[src/rtl/am386sx_bus_ctrl.sv]
// Am386SX bus-slave cycle controller: decodes each CPU bus cycle, forwards memory/IO
// cycles to a local req/ack port, answers INTA/halt/reserved cycles itself and ends every cycle with READY#.
module am386sx_bus_ctrl #(
  parameter int TIMEOUT = 255,
  parameter int TO_W    = 8
) (
  input  logic        SYS_CLK,
  input  logic        reset_n,
  input  logic        ph_en,
  input  logic        cpu_ads_n,
  input  logic [22:0] cpu_addr,
  input  logic        cpu_bhe_n,
  input  logic        cpu_ble_n,
  input  logic        cpu_mio,
  input  logic        cpu_dc,
  input  logic        cpu_wr,
  input  logic [15:0] cpu_d_in,
  output logic [15:0] cpu_d_out,
  output logic        cpu_d_oe,
  output logic        cpu_ready_n,
  output logic        cpu_na_n,
  output logic        loc_req,
  output logic [23:0] loc_addr,
  output logic [1:0]  loc_be,
  output logic        loc_we,
  output logic        loc_io,
  output logic [15:0] loc_wdata,
  input  logic [15:0] loc_rdata,
  input  logic        loc_ack,
  input  logic [7:0]  intr_vector,
  output logic        bus_err
);

  typedef enum logic [1:0] {
    IDLE = 2'd0,
    T2   = 2'd1,
    REQ  = 2'd2,
    RDY  = 2'd3
  } state_t;

  typedef enum logic [2:0] {
    CYC_INTA  = 3'b000,
    CYC_RSVD  = 3'b001,
    CYC_IORD  = 3'b010,
    CYC_IOWR  = 3'b011,
    CYC_CODE  = 3'b100,
    CYC_HALT  = 3'b101,
    CYC_MEMRD = 3'b110,
    CYC_MEMWR = 3'b111
  } cyc_t;

  localparam logic [TO_W-1:0] TO_LAST = TO_W'(TIMEOUT - 1);
  localparam logic [TO_W-1:0] TO_MAX  = {TO_W{1'b1}};

  state_t      state_q;
  cyc_t        cyc_q;
  logic [TO_W-1:0] cnt_q;
  logic [15:0] d_out_q;
  logic        d_oe_q;
  logic        ready_n_q;
  logic        loc_req_q;
  logic [23:0] loc_addr_q;
  logic [1:0]  loc_be_q;
  logic        loc_we_q;
  logic        loc_io_q;
  logic [15:0] loc_wdata_q;
  logic        bus_err_q;

  // Cycles that must be served by the local side; INTA, halt and reserved are answered here.
  function automatic logic is_local(input cyc_t c);
    case (c)
      CYC_IORD, CYC_IOWR, CYC_CODE, CYC_MEMRD, CYC_MEMWR: is_local = 1'b1;
      default:                                            is_local = 1'b0;
    endcase
  endfunction

  function automatic logic is_data_write(input cyc_t c);
    is_data_write = (c == CYC_IOWR) || (c == CYC_MEMWR);
  endfunction

  always_ff @(posedge SYS_CLK or negedge reset_n) begin
    if (!reset_n) begin
      state_q     <= IDLE;
      cyc_q       <= CYC_INTA;
      cnt_q       <= '0;
      d_out_q     <= '0;
      d_oe_q      <= 1'b0;
      ready_n_q   <= 1'b1;
      loc_req_q   <= 1'b0;
      loc_addr_q  <= '0;
      loc_be_q    <= '0;
      loc_we_q    <= 1'b0;
      loc_io_q    <= 1'b0;
      loc_wdata_q <= '0;
      bus_err_q   <= 1'b0;
    end else begin
      bus_err_q <= 1'b0;
      case (state_q)
        IDLE: begin
          if (ph_en && !cpu_ads_n) begin
            loc_addr_q <= {cpu_addr, 1'b0};
            loc_be_q   <= {~cpu_bhe_n, ~cpu_ble_n};
            loc_we_q   <= cpu_wr;
            loc_io_q   <= ~cpu_mio;
            cyc_q      <= cyc_t'({cpu_mio, cpu_dc, cpu_wr});
            state_q    <= T2;
          end
        end
        T2: begin
          if (ph_en) begin
            if (is_data_write(cyc_q)) begin
              loc_wdata_q <= cpu_d_in;
            end
            if (is_local(cyc_q)) begin
              loc_req_q <= 1'b1;
              cnt_q     <= '0;
              state_q   <= REQ;
            end else begin
              if (cyc_q == CYC_INTA) begin
                d_out_q <= {8'h00, intr_vector};
                d_oe_q  <= 1'b1;
              end
              ready_n_q <= 1'b0;
              state_q   <= RDY;
            end
          end
        end
        REQ: begin
          // A completion on the timeout edge takes priority over the forced termination.
          if (loc_ack) begin
            loc_req_q <= 1'b0;
            if (!is_data_write(cyc_q)) begin
              d_out_q <= loc_rdata;
              d_oe_q  <= 1'b1;
            end
            ready_n_q <= 1'b0;
            state_q   <= RDY;
          end else if (cnt_q == TO_LAST) begin
            loc_req_q <= 1'b0;
            bus_err_q <= 1'b1;
            if (!is_data_write(cyc_q)) begin
              d_out_q <= 16'hFFFF;
              d_oe_q  <= 1'b1;
            end
            ready_n_q <= 1'b0;
            state_q   <= RDY;
          end else if (cnt_q != TO_MAX) begin
            cnt_q <= cnt_q + 1'b1;
          end
        end
        RDY: begin
          if (ph_en) begin
            ready_n_q <= 1'b1;
            d_oe_q    <= 1'b0;
            state_q   <= IDLE;
          end
        end
        default: state_q <= IDLE;
      endcase
    end
  end

  assign cpu_d_out   = d_out_q;
  assign cpu_d_oe    = d_oe_q;
  assign cpu_ready_n = ready_n_q;
  assign cpu_na_n    = 1'b1;
  assign loc_req     = loc_req_q;
  assign loc_addr    = loc_addr_q;
  assign loc_be      = loc_be_q;
  assign loc_we      = loc_we_q;
  assign loc_io      = loc_io_q;
  assign loc_wdata   = loc_wdata_q;
  assign bus_err     = bus_err_q;

endmodule

[config.mk]
export PLATFORM = sky130hd
export DESIGN_NAME = am386sx_bus_ctrl
export DESIGN_NICKNAME = d
export VERILOG_FILES = /design/src/rtl/am386sx_bus_ctrl.sv
export SDC_FILE = /design/constraint.sdc
export NUM_CORES = 1
export LEC_CHECK = 0
export ABC_AREA = 1
export ABC_CLOCK_PERIOD_IN_PS = 1900
export CAP_MARGIN = 15
export CORE_ASPECT_RATIO = 2
export CORE_MARGIN = 2
export CORE_UTILIZATION = 40
export DETAILED_ROUTE_END_ITERATION = 16
export PLACE_DENSITY = 0.8
export SLEW_MARGIN = 20
export SYNTH_ARGS = -nofsm -noshare
export SYNTH_HDL_FRONTEND = slang
export SYNTH_SLANG_ARGS = --single-unit
[constraint.sdc]
create_clock -name SYS_CLK -period 1.9 [get_ports SYS_CLK]
set_clock_uncertainty 0.05 [all_clocks]
set_input_delay 0.475 -clock SYS_CLK [delete_from_list [all_inputs] [get_ports SYS_CLK]]
set_output_delay 0.475 -clock SYS_CLK [all_outputs]
set_load 0.02 [all_outputs]
==> metrics.yaml <==
drt:
  ant_nets: 0
  drcViolationCount: 0
  wl_um: 8814
  viasPerCell: 4.867
  drt_first_pass_iters: 4
  wl_per_cell_um: 13.92
  drt_iter0_drc: 172
  vias: 3081
setup_path:
  critPathMaxStageDelay_ns: 0.63
  path_depth: 1
  cp.required_ns: 1.37
  arrival_ns: 1.35
  startpoint: "cpu_d_oe"
  critPathLaunchType: "flop"
  worstSetupPathType: "flop to output pin"
  crit_buf_inv: 1
  rr_endpoint: "loc_wdata[3]"
  reg2reg_from: "state_q[1]"
  cp_top_family: "buffers and inverters"
  cp_max_fo: 2
  crit_slowest_cell: "clkdlybuf4s50_1"
  path_cells: "clkdlybuf4s50_1"
  reg2reg_depth: 6
  crit_path_end: "cpu_d_oe"
  r2r_slack_ns: 0.11
  critPathCaptureType: "output pin"
timing:
  finalSetupViolations: 0
  maxSlewViolCount: 0
  layout_min_cycle_time_ns: 1.874
  fin_crit_sh: 0.9865
  fmax_mhz: 533.5
  finalHoldViolations: 0
  setup_ws_ns: 0.02566
  rsz0062_at_grt: "yes"
  setup_tns_ns: 0
cts:
  cts_buffers: 9
  clk_pin_slew_worst_paths_ns: 0.06
  clock-sinks: 75
  cts_buffer_depth: 2
  cts_tree: "yes"
  htree_levels: 3
  clock_latency_ns: 0.33
  cts_root_buf: "clkbuf_16"
finish:
  n_antenna_cell: 0
  nets: 608
  nFillCells: 753
  drive_above_1_share: 0.1839
  area_delta_synth_final_pct: 52.46
grt:
  groute.usage.overall: 0.1908
  antenna_found_initial: 0
  grt_max_degree: 37
  overflow: 0
  first_global_vias: 3175
  grt_first_pass_wirelength_um: 14550
run:
  cap_violations: 0
status:
  status: "completed"
die:
  core-area_um2: 8648
  start_util: 0.4142
  fp.dieH_um: 137.8
  rows: 48
  dieArea_um2: 9774
  dieWidth_um: 70.92
  ios: 138
logic_synthesis:
  ys_seq_area_frac: 0.5243
  synth_fp_nets: 462
  netlist-cell-type-count: 34
  ys_warn_count: 0
  syn_area_per_cell_um2: 9.377
  synth_top_area_share: 0.5169
  syn_inst: 382
  yosys-top-cells-area: "dfrtp_1 52%, nand2_1 13%, mux2_4 4.2%"
  synth_top_area_cell: "dfrtp_1"
  syn_area_um2: 3582
  ys_ff_latch: 75
place:
  dp_slack_ns: -0.1050
  portBuffers: 135
  dpl.hpwl_um: 6818
  place.gp.congestion: 0.8070
power_and_ir_drop:
  internal-power_mw: 5.591
  clkPwrFrac: 0.189
  ir_drop_mv: 0.7798
  power.density_nw_per_um2: 1686
  p_seq_frac: 0.293
  power.switching_mw: 3.616
  p_sw_frac: 0.3927
  leakage_nw: 2.517
  p_comb_frac: 0.518
hold_path:
  hold_path_depth: 2
  hold_class: "flop to flop"
  hold_start: "loc_addr[10]"
[worst reg2reg max path, cell delays in order (launching register included)]
cell	delay (ns)
dfrtp_2	0.43
inv_1	0.11
ha_1	0.23
inv_4	0.07
nor3_4	0.24
buf_12	0.20
mux2_2	0.35
[flip-flops by register name, summed over array words and instances (netlist names)]
signal	flops
loc_req	1
loc_be	2
state_q	2
cpu_ready_n	1
bus_err	1
loc_addr	23
cnt_q	8
cpu_d_out	16
loc_wdata	16
loc_io	1
cpu_d_oe	1
cyc_q	3
[worst min path at each step]
| stage | to |
|---|---|
| after global routing | loc_addr[2] |
| after CTS | loc_addr[11] |
| after floorplan | bus_err |
| final | loc_addr[10] |
| after detailed placement | loc_addr[7] |
| after global placement | loc_addr[9] |
[area by class of cell]
type / instances / area [µm²] / area share
Clock buffer: 11 / 252.7 / 0.04628
Sequential cell: 75 / 1879 / 0.3441
Clock inverter: 5 / 60.06 / 0.01100
Timing Repair Buffer: 151 / 1535 / 0.2811
Inverter: 25 / 96.34 / 0.01764
Multi-Input combinational cell: 266 / 1513 / 0.2770
Tap cell: 100 / 125.1 / 0.02291
[cells by family (layout without fill, tap and decap cells)]
logic type,count (synthesis),in the layout,synth area share
buffers and inverters,41,192,0.05763
XOR/XNOR,3,3,0.007336
adder cells (fa/ha/maj),7,7,0.02445
other,2,2,0.002096
flip-flops,75,75,0.5243
multiplexers,16,16,0.06077
AO/OA/AOI/OAI,54,54,0.09885
AND/OR/NAND/NOR,184,184,0.2246
[placed cells by master, fill, tap and decap left out, types with 8 or more instances in the layout]
cell type	count
mux2_4	10
nor2_1	17
o21ai_0	22
buf_4	11
nand2_2	19
clkdlybuf4s50_1	132
o22ai_1	8
o21ai_2	16
dfrtp_1	73
inv_1	23
clkbuf_16	9
nand2_1	125
nand3_1	10
[layer usage]
metal | vias up | GRT usage | share of wire
met5 | - | 0 | 0
met4 | 0 | 0.09539 | 0.031
met3 | 17 | 0.04023 | 0.055
met2 | 111 | 0.3572 | 0.56
met1 | 1445 | 0.1959 | 0.35
li1 | 1508 | - | -
[stage by stage]
| step | instances | cell area [µm²] | power, mW | utilization | hold slack [ns] |
|---|---|---|---|---|---|
| finish | 633 | 5461 | 9.206 | 0.6315 | 0.4208 |
| global route | 633 | 5461 | 9.793 | 0.6315 | 0.4428 |
| floorplan | 382 | 3582 | 5.467 | - | 0.1294 |
| global placement | 615 | 5120 | 7.339 | 0.5920 | 0.3123 |
| CTS | 632 | 5441 | 9.291 | 0.6292 | 0.4221 |
| detailed placement | 615 | 5120 | 7.490 | 0.5920 | 0.3160 |
[power by group through the flow]
stage	Sequential, mW	Clock (mW)	Combinational, mW
floorplan	3.39	0	2.08
CTS	2.70	1.79	4.80
global route	2.79	1.86	5.15
detailed placement	2.71	0	4.78
finish	2.70	1.74	4.77
global placement	2.69	0	4.65
[Yosys cell counts (all sizes together)]
| cell | n |
|---|---|
| a21oi | 5 |
| buf | 13 |
| clkbuf | 3 |
| conb | 2 |
| dfrtp | 74 |
| dfstp | 1 |
| ha | 7 |
| inv | 25 |
| mux2 | 16 |
| nand2 | 145 |
| nand3 | 10 |
| nand3b | 1 |
| nand4 | 3 |
| nor2 | 22 |
| nor3 | 3 |
| o21ai | 40 |
| o21bai | 1 |
| o22ai | 8 |
| xnor2 | 3 |
[what timing repair did]
action,CTS,global route
buffers inserted,0,1
resized for setup,1,5
endpoints found under the hold margin,17,0
endpoints found under the setup margin,1,27
hold buffers,1,0
Power figures use the tool's default switching activity.
